File: src/rtl/mat_mult_ctrl_if.sv
// Operand stream, result stream and engine connection for mat_mult_ctrl.
// slave is the controller side; master is the side that feeds operands,
// consumes results and models the multiply engine.
interface mat_mult_ctrl_if #(
  parameter int N_ROWS    = 2,
  parameter int N_COLUMNS = 2
);
  logic               start;
  logic               in_valid;
  logic               in_ready;
  logic signed [31:0] in_data;
  logic signed [31:0] eng_mat1    [N_ROWS][N_COLUMNS];
  logic signed [31:0] eng_mat2    [N_ROWS][N_COLUMNS];
  logic               eng_enable;
  logic               eng_mult_done;
  logic signed [31:0] eng_mat_out [N_ROWS][N_COLUMNS];
  logic               out_valid;
  logic               out_ready;
  logic signed [31:0] out_data;
  logic               busy;
  logic               timeout_err;

  modport slave (
    input  start, in_valid, in_data, eng_mult_done, eng_mat_out, out_ready,
    output in_ready, eng_mat1, eng_mat2, eng_enable, out_valid, out_data,
           busy, timeout_err
  );

  modport master (
    output start, in_valid, in_data, eng_mult_done, eng_mat_out, out_ready,
    input  in_ready, eng_mat1, eng_mat2, eng_enable, out_valid, out_data,
           busy, timeout_err
  );
endinterface

File: src/rtl/mat_mult_ctrl.sv
// Matrix-multiply sequencer: streams in A (row-major) and B (column per row),
// runs the external engine with a cycle-count abort, then streams the result
// out row-major.
//
// state     | meaning
// ----------+-----------------------------------------------------------
// S_IDLE    | waiting for start
// S_LOAD_A  | accepting N_ROWS*N_COLUMNS elements into eng_mat1
// S_LOAD_B  | accepting N_ROWS*N_COLUMNS elements into eng_mat2
// S_COMPUTE | engine enabled; wait for done or abort on timeout
// S_DRAIN   | presenting result register on out_data
module mat_mult_ctrl #(
  parameter int N_ROWS         = 2,
  parameter int N_COLUMNS      = 2,
  parameter int TIMEOUT_CYCLES = 64
) (
  input  logic            clk,
  input  logic            reset,
  mat_mult_ctrl_if.slave  bus
);
  localparam int NE = N_ROWS * N_COLUMNS;
  localparam int CW = $clog2(NE + 1);
  localparam int IW = (NE > 1) ? $clog2(NE) : 1;
  localparam int TW = $clog2(TIMEOUT_CYCLES + 1);

  typedef enum logic [2:0] {
    S_IDLE, S_LOAD_A, S_LOAD_B, S_COMPUTE, S_DRAIN
  } state_t;

  state_t             r_state;
  state_t             w_next;
  logic [CW-1:0]      r_cnt;
  logic [TW-1:0]      r_tcnt;
  logic               r_timeout_err;
  logic signed [31:0] r_mat1 [NE];
  logic signed [31:0] r_mat2 [NE];
  logic signed [31:0] r_res  [NE];

  logic [IW-1:0]      w_idx;
  logic               w_last;
  logic               w_done;
  logic               w_tmo;
  logic               w_in_hs;
  logic               w_out_hs;

  // Counter never holds NE: it returns to 0 on the final element, so the low
  // bits are always a valid flat index.
  assign w_idx    = r_cnt[IW-1:0];
  assign w_last   = (r_cnt == CW'(NE - 1));
  // Done is not trusted on the first COMPUTE cycle (engine still sees old enable).
  assign w_done   = (r_state == S_COMPUTE) && bus.eng_mult_done && (r_tcnt != '0);
  assign w_tmo    = (r_state == S_COMPUTE) && (r_tcnt == TW'(TIMEOUT_CYCLES - 1));
  assign w_in_hs  = bus.in_valid && bus.in_ready;
  assign w_out_hs = bus.out_valid && bus.out_ready;

  assign bus.timeout_err = r_timeout_err;

  for (genvar gi = 0; gi < N_ROWS; gi++) begin : g_row
    for (genvar gj = 0; gj < N_COLUMNS; gj++) begin : g_col
      assign bus.eng_mat1[gi][gj] = r_mat1[gi * N_COLUMNS + gj];
      assign bus.eng_mat2[gi][gj] = r_mat2[gi * N_COLUMNS + gj];
    end
  end

  // State register.
  always_ff @(posedge clk or posedge reset) begin
    if (reset) r_state <= S_IDLE;
    else       r_state <= w_next;
  end

  // Next-state decode; done takes priority over timeout on the same cycle.
  always_comb begin
    w_next = r_state;
    case (r_state)
      S_IDLE:    if (bus.start)          w_next = S_LOAD_A;
      S_LOAD_A:  if (w_in_hs && w_last)  w_next = S_LOAD_B;
      S_LOAD_B:  if (w_in_hs && w_last)  w_next = S_COMPUTE;
      S_COMPUTE: if (w_done)             w_next = S_DRAIN;
                 else if (w_tmo)         w_next = S_IDLE;
      S_DRAIN:   if (w_out_hs && w_last) w_next = S_IDLE;
      default:                           w_next = S_IDLE;
    endcase
  end

  // Output decode; out_data is forced to 0 outside DRAIN.
  always_comb begin
    bus.in_ready   = 1'b0;
    bus.eng_enable = 1'b0;
    bus.out_valid  = 1'b0;
    bus.out_data   = '0;
    bus.busy       = (r_state != S_IDLE);
    case (r_state)
      S_LOAD_A, S_LOAD_B: bus.in_ready = 1'b1;
      S_COMPUTE:          bus.eng_enable = 1'b1;
      S_DRAIN: begin
        bus.out_valid = 1'b1;
        bus.out_data  = r_res[w_idx];
      end
      default: ;
    endcase
  end

  // Element/timeout counters, operand and result registers, sticky error.
  always_ff @(posedge clk or posedge reset) begin
    if (reset) begin
      r_cnt         <= '0;
      r_tcnt        <= '0;
      r_timeout_err <= 1'b0;
      for (int k = 0; k < NE; k++) begin
        r_mat1[IW'(k)] <= '0;
        r_mat2[IW'(k)] <= '0;
        r_res[IW'(k)]  <= '0;
      end
    end else begin
      case (r_state)
        S_IDLE: begin
          r_cnt  <= '0;
          r_tcnt <= '0;
          if (bus.start) r_timeout_err <= 1'b0;
        end
        S_LOAD_A: if (w_in_hs) begin
          r_mat1[w_idx] <= bus.in_data;
          r_cnt         <= w_last ? '0 : r_cnt + CW'(1);
        end
        S_LOAD_B: begin
          r_tcnt <= '0;
          if (w_in_hs) begin
            r_mat2[w_idx] <= bus.in_data;
            r_cnt         <= w_last ? '0 : r_cnt + CW'(1);
          end
        end
        S_COMPUTE: begin
          r_tcnt <= r_tcnt + TW'(1);
          if (w_done) begin
            r_cnt <= '0;
            for (int i = 0; i < N_ROWS; i++)
              for (int j = 0; j < N_COLUMNS; j++)
                r_res[IW'(i * N_COLUMNS + j)] <= bus.eng_mat_out[i][j];
          end else if (w_tmo) begin
            r_timeout_err <= 1'b1;
          end
        end
        S_DRAIN: if (w_out_hs) r_cnt <= w_last ? '0 : r_cnt + CW'(1);
        default: ;
      endcase
    end
  end
endmodule
File: src/flat_wrapper.sv
// flat-port wrapper written by rule: the top's interface ports become plain ports
module mat_mult_ctrl_flat 
#(
  parameter int N_ROWS         = 2,
  parameter int N_COLUMNS      = 2,
  parameter int TIMEOUT_CYCLES = 64
)
  (clk, reset, bus_start, bus_in_valid, bus_in_data, bus_eng_mult_done, bus_eng_mat_out, bus_out_ready, bus_in_ready, bus_eng_mat1, bus_eng_mat2, bus_eng_enable, bus_out_valid, bus_out_data, bus_busy, bus_timeout_err);
  mat_mult_ctrl_if #(.N_ROWS(N_ROWS), .N_COLUMNS(N_COLUMNS)) bus_i ();
  input  logic clk;
  input  logic reset;
  input wire logic [$bits(bus_i.start)-1:0] bus_start;
  input wire logic [$bits(bus_i.in_valid)-1:0] bus_in_valid;
  input wire logic [$bits(bus_i.in_data)-1:0] bus_in_data;
  input wire logic [$bits(bus_i.eng_mult_done)-1:0] bus_eng_mult_done;
  input wire logic [$bits(bus_i.eng_mat_out)-1:0] bus_eng_mat_out;
  input wire logic [$bits(bus_i.out_ready)-1:0] bus_out_ready;
  output wire logic [$bits(bus_i.in_ready)-1:0] bus_in_ready;
  output wire logic [$bits(bus_i.eng_mat1)-1:0] bus_eng_mat1;
  output wire logic [$bits(bus_i.eng_mat2)-1:0] bus_eng_mat2;
  output wire logic [$bits(bus_i.eng_enable)-1:0] bus_eng_enable;
  output wire logic [$bits(bus_i.out_valid)-1:0] bus_out_valid;
  output wire logic [$bits(bus_i.out_data)-1:0] bus_out_data;
  output wire logic [$bits(bus_i.busy)-1:0] bus_busy;
  output wire logic [$bits(bus_i.timeout_err)-1:0] bus_timeout_err;
  assign bus_i.start = bus_start;
  assign bus_i.in_valid = bus_in_valid;
  assign bus_i.in_data = bus_in_data;
  assign bus_i.eng_mult_done = bus_eng_mult_done;
  assign bus_i.eng_mat_out = {>>{bus_eng_mat_out}};
  assign bus_i.out_ready = bus_out_ready;
  assign bus_in_ready = bus_i.in_ready;
  assign bus_eng_mat1 = {>>{bus_i.eng_mat1}};
  assign bus_eng_mat2 = {>>{bus_i.eng_mat2}};
  assign bus_eng_enable = bus_i.eng_enable;
  assign bus_out_valid = bus_i.out_valid;
  assign bus_out_data = bus_i.out_data;
  assign bus_busy = bus_i.busy;
  assign bus_timeout_err = bus_i.timeout_err;
  mat_mult_ctrl #(.N_ROWS(N_ROWS), .N_COLUMNS(N_COLUMNS), .TIMEOUT_CYCLES(TIMEOUT_CYCLES)) u_core (.clk(clk), .reset(reset), .bus(bus_i));
endmodule
File: config.mk
export PLATFORM = sky130hd
export DESIGN_NAME = mat_mult_ctrl_flat
export DESIGN_NICKNAME = d
export VERILOG_FILES = /design/src/rtl/mat_mult_ctrl_if.sv /design/src/rtl/mat_mult_ctrl.sv /design/src/flat_wrapper.sv
export SDC_FILE = /design/constraint.sdc
export NUM_CORES = 1
export LEC_CHECK = 0
export BUFFER_PORTS_ARGS = -buffer_cell sky130_fd_sc_hd__buf_2
export CAP_MARGIN = 10
export CORE_AREA = 2 2 180 182
export DETAILED_ROUTE_END_ITERATION = 16
export DIE_AREA = 0 0 182 184
export GPL_TIMING_DRIVEN = 0
export PLACE_DENSITY = 0.64
export SYNTH_ARGS = -nofsm -noshare
export SYNTH_HDL_FRONTEND = slang
export SYNTH_SLANG_ARGS = --single-unit
File: constraint.sdc
create_clock -name clk -period 17.8 [get_ports clk]
set_clock_uncertainty 0.2 [all_clocks]
set_input_delay 1.78 -clock clk [delete_from_list [all_inputs] [get_ports clk]]
set_output_delay 1.78 -clock clk [all_outputs]
set_load 0.05 [all_outputs]
* Word-level counts from Yosys, hierarchy flattened
Index checks and enable logic that the tools add are counted.
Storage, ports and cells: logic and storage cells 88, memory bits (read-only) 0, input bits 166, bits in latches 0, register bits after elaboration 334, bits in writable memories 0, output and inout port bits 293, memories 0
Operators by class: divide/modulo/power cells 0, add/subtract/negate cells 2, order comparisons 2, bitwise operators 2, shifts and indexed selects 0, eq/ne operators 16, reductions and logical operators 24, multiply operators 0, multiplexer cells 28
Operators with widths (count):
- $bwmux W128 | 2
- $mux W32 | 4
- $bmux W32 S2 | 1
- $demux W32 S2 | 1
- $mux W3 | 10
- $pmux W3 S5 | 1
- $ne A2 B1 Y1 const B | 7
- $pmux W7 S2 | 1
- $pmux W3 S4 | 1
- $eq A3 B2 Y1 const B | 3
- $logic_and A1 B1 Y1 | 8
- $reduce_and A4 Y1 | 2
- $add A7 B1 Y7 const B | 1
- $eq A7 B6 Y1 const B | 1
- $reduce_bool A7 Y1 | 1
- $mux W1 | 6
- $reduce_and A2 Y1 | 3
- $reduce_and A3 Y1 | 2
- $reduce_and A5 Y1 | 1
- $ne A2 B2 Y1 const B | 2
- $reduce_bool A2 Y1 | 2
- $reduce_bool A4 Y1 | 1
- $reduce_or A2 Y1 | 2
- $add A3 B1 Y3 const B | 1
- 10 further kinds | 10

* Logic depth before layout (Yosys ltp)
depth in word-level cells 7, gate-level depth with buffers 8, depth with buffers taken out 6

* Least setup slack after synthesis
Ideal clock, no wire load.
kind input -> register, start in reset, end reg u_core.r_mat1, in the netlist u_core.bus.eng_mat1[0], enable pin, cell stages on the path 3, buffers on the path 0, data required time 17179 ps, arrival time 7914 ps, setup slack 9265 ps, library setup time 421 ps, path through inv_1 -> nand2_1 -> nor2_1
On the way: cells in the longest elaborated chain, start to end 2
RTL lines:
- start, declared | line flat_wrapper.sv:11 | input logic reset;
- $not A1 Y1 (no source line)
- $reduce_and A3 Y1 (no source line)
- end signal, assigned by index | line mat_mult_ctrl.sv:122 | r_mat1[w_idx] <= bus.in_data;
- end, declared | line mat_mult_ctrl.sv:35 | logic signed [31:0] r_mat1 [NE];
Every way passes these cells. A chain may end at the register's enable or synchronous reset.

* Worst setup path in the final report
start reg u_core.r_state[2], end out bus_out_data[19]
On the way: cells in the longest elaborated chain, start to end 2
RTL lines:
- start, declared | line mat_mult_ctrl.sv:30 | state_t r_state;
- start signal, assigned | line mat_mult_ctrl.sv:68 | else r_state <= w_next;
- $eq A3 B3 Y1 | line mat_mult_ctrl.sv:92 | case (r_state)
- $mux W32 | line mat_mult_ctrl.sv:92
- end, declared | line flat_wrapper.sv:23 | output wire logic [$bits(bus_i.out_data)-1:0] bus_out_data;
Every way passes these cells.

==> impl_metrics.py <==
metrics = {
    "clocking": {
        "cts_buffer_depth": 3,
        "insertion_delay_ps": 520,
        "hold_buffers": 0,
        "htreeDepth": 2,
        "path_clk_slew_ps": 60,
        "cts_sinks": 334,
        "cts_setup_buffers": 0,
        "cts_tree": "yes",
        "cts_buffers": 37,
        "cts_root_buf": "clkbuf_16",
        "post_cts_resized": 0,
    },
    "timing": {
        "fmax_ghz": 0.210,
        "hold_violations": 0,
        "tightest_slew_ps": 806,
        "maxSlewHeadroom_pct": 46.3,
        "period_minus_slack_ps": 4770,
        "fin_crit_sh_pct": 26.8,
        "report.final.slew_viol_count": 0,
        "finalSetupViolCount": 0,
        "setup_tns_ps": 0,
        "rsz0062_at_grt": "false",
    },
    "floorplanning": {
        "die-area_mm2": 0.0335,
        "die_width_um": 182,
        "coreArea_mm2": 0.0314,
        "initial_core_util_pct": 39.3,
        "die_h_um": 184,
        "rows": 65,
        "io_pins": 459,
    },
    "logic_synthesis": {
        "avgSynthCellArea_um2": 17.3,
        "synth_enable_flop_cells": 128,
        "yosys_warnings": 64,
        "synth_top_flop_cell": "dfrtp_1",
        "ys_types": 35,
        "yosysSeqAreaShare_pct": 73.0,
        "syn_inst": 712,
        "ys_ff_latch": 334,
        "syn_nets": 884,
        "async_reset_ff_share_pct": 61.7,
        "synthesis.area_mm2": 0.0123,
    },
    "routing": {
        "drt-initial-drc-count": 389,
        "drt-pass1-iter-count": 4,
        "route.detailed.wl_per_inst_um": 20.2,
        "drc": 0,
        "ant_nets": 0,
        "vias_per_cell": 4.86,
        "num_vias": 7685,
        "wirelength_um": 31900,
    },
    "hold_path": {
        "hold_class": "reg -> reg",
        "min_from": "u_core.r_res[107]",
        "whs_endpoint": "u_core.r_res[107]",
        "worstHoldPathCells": 1,
    },
    "cells_and_area": {
        "final_nets": 1322,
        "multi_input_area_mm2": 0.00317,
        "layout_commonest_cell": "buf_2",
        "postLayoutCoreUtil_pct": 51.5,
        "seq_area_mm2": 0.00900,
        "antenna_cells": 0,
        "area_growth_pct": 31.2,
        "n_fill_cell": 2677,
        "drive_above_1_share_pct": 54.8,
        "most-common-layout-cells": "buf_2 (405), dfrtp_1 (206), mux2_2 (165)",
    },
    "global_route": {
        "grt_pass1_vias": 7843,
        "grt.overflow.total": 0,
        "top_usage_layer": "met2",
        "grt_max_degree": 120,
        "grt_use_total_pct": 18.8,
        "gr-usage-met1_pct": 23.3,
        "grt_use_met3_pct": 6.06,
        "grtUsageMet2_pct": 32.0,
        "grt_pass1_wl_um": 48100,
        "grt_antenna_before_repair": 1,
    },
    "power_and_ir_drop": {
        "p_per_area_mw_per_mm2": 194,
        "p_leak_uw": 0.00729,
        "vdd_drop_max_v": 0.0000865,
    },
    "outcome": {
        "status": "completed",
    },
    "placement": {
        "dp_hpwl_um": 22500,
        "io_buffers": 394,
        "gp_congestion": 0.777,
    },
    "worst_setup_path": {
        "slowest_delay_ps": 520,
        "crit_path_start_kind": "flop",
        "crit_required_ps": 15820,
        "crit_path_end_kind": "output pin",
        "r2r_setup_slack_ps": 14320,
        "crit_path_frequent_cell": "clkbuf_1",
        "arrival_ps": 2790,
        "crit_path_max_fanout": 10,
        "crit_slowest_cell": "or3b_2",
        "r2r_end": "u_core.bus.eng_mat2[118]",
        "worstSetupPathType": "reg -> out",
        "path_cells": "clkbuf_1 -> or3b_2 -> inv_1 -> nand2_1 -> clkbuf_1 -> nor2_1 -> buf_2",
        "rr_startpoint": "u_core.r_cnt[0]",
        "ff2ff_path_depth": 7,
    },
    "job": {
        "drv_cap": 0,
    },
}
[synthesized netlist by cell type (2+ instances only)]
cell / n / area share, %
dfrtp_1: 206 / 42
mux2_2: 165 / 15
edfxtp_1: 128 / 31
nor2_1: 42 / 1.3
mux2i_1: 35 / 2.8
mux2_1: 27 / 2.5
nand2_1: 13 / 0.40
o21ai_0: 13 / 0.53
buf_2: 11 / 0.45
clkbuf_1: 11 / 0.33
inv_1: 9 / 0.27
ha_1: 6 / 0.61
nand2b_1: 6 / 0.30
buf_1: 4 / 0.12
buf_6: 4 / 0.37
a21oi_1: 3 / 0.12
a31oi_1: 3 / 0.15
and3_1: 3 / 0.15
nand4_1: 3 / 0.15
nor2b_1: 3 / 0.15
nand3b_1: 2 / 0.12
xnor2_1: 2 / 0.14
[power by group]
group	internal, µW	switching, µW
Sequential	1040	111
Clock	453	311
Combinational	371	863
Total	1860	1280
[state kept, by name (all words and copies together), names as in the netlist]
name	cells
u_core.r_state	3
u_core.bus.timeout_err	1
u_core.r_cnt	3
u_core.bus.eng_mat2	128
u_core.r_res	64
u_core.bus.eng_mat1	128
u_core.r_tcnt	7
[through the flow]
step           std cells  cell area [µm²]  setup slack [ps]  total power [µW]  hold slack (ps)
2_1_floorplan        712            12300              9270              2080              264
3_3_place_gp        1508            14800              5580              2380              273
3_5_place_dp        1513            15000             13120              2410              280
4_1_cts             1580            16200             12970              3180              293
5_1_grt             1580            16200             12830              3290              302
6_report            1580            16200             13030              3140              291
[layer usage]
layer,part of all wire [%],up-vias,wire (µm)
li1,-,3471,-
met1,41,3864,13200
met2,48,306,15500
met3,8.2,42,2610
met4,1.9,2,603
met5,0.041,-,13
[worst max-delay path by stage]
| stage | from | end | slack (ps) |
|---|---|---|---|
| final | u_core.r_state[2] | bus_out_data[19] | 13030 |
| after global routing | u_core.r_state[2] | bus_out_data[19] | 12830 |
| after CTS | u_core.r_state[2] | bus_out_data[27] | 12970 |
| after detailed placement | reset | u_core.bus.eng_mat1[45] | 13120 |
| after global placement | reset | u_core.bus.eng_mat1[46] | 5580 |
| after floorplan | reset | u_core.bus.eng_mat1[0] | 9270 |
[cells by family (layout without fill, tap and decap cells)]
logic type / count (synthesis) / in the layout / synth area share (%)
flops: 334 / 334 / 73.0
mux: 227 / 227 / 20.4
simple gates: 77 / 77 / 2.90
buf+inv: 39 / 505 / 1.54
compound gates: 27 / 27 / 1.46
fa+ha+maj: 6 / 6 / 0.609
xor+xnor: 2 / 2 / 0.142
[critical path, delay by kind of cell (launching register included)]
family                 cells  cell delay (ps)
buffers and inverters      4             1010
DFF                        1              350
and+or+nand+nor            3              920
[area by class of cell]
type / count / share of cell area [%]
Buffer: 30 / 0.967
Clock buffer: 47 / 6.27
Clock inverter: 20 / 1.33
Inverter: 9 / 0.255
Multi-Input combinational cell: 339 / 19.6
Sequential cell: 334 / 55.6
Tap cell: 402 / 3.11
Timing Repair Buffer: 399 / 12.9
No activity file was read; power rests on OpenSTA's default activity.
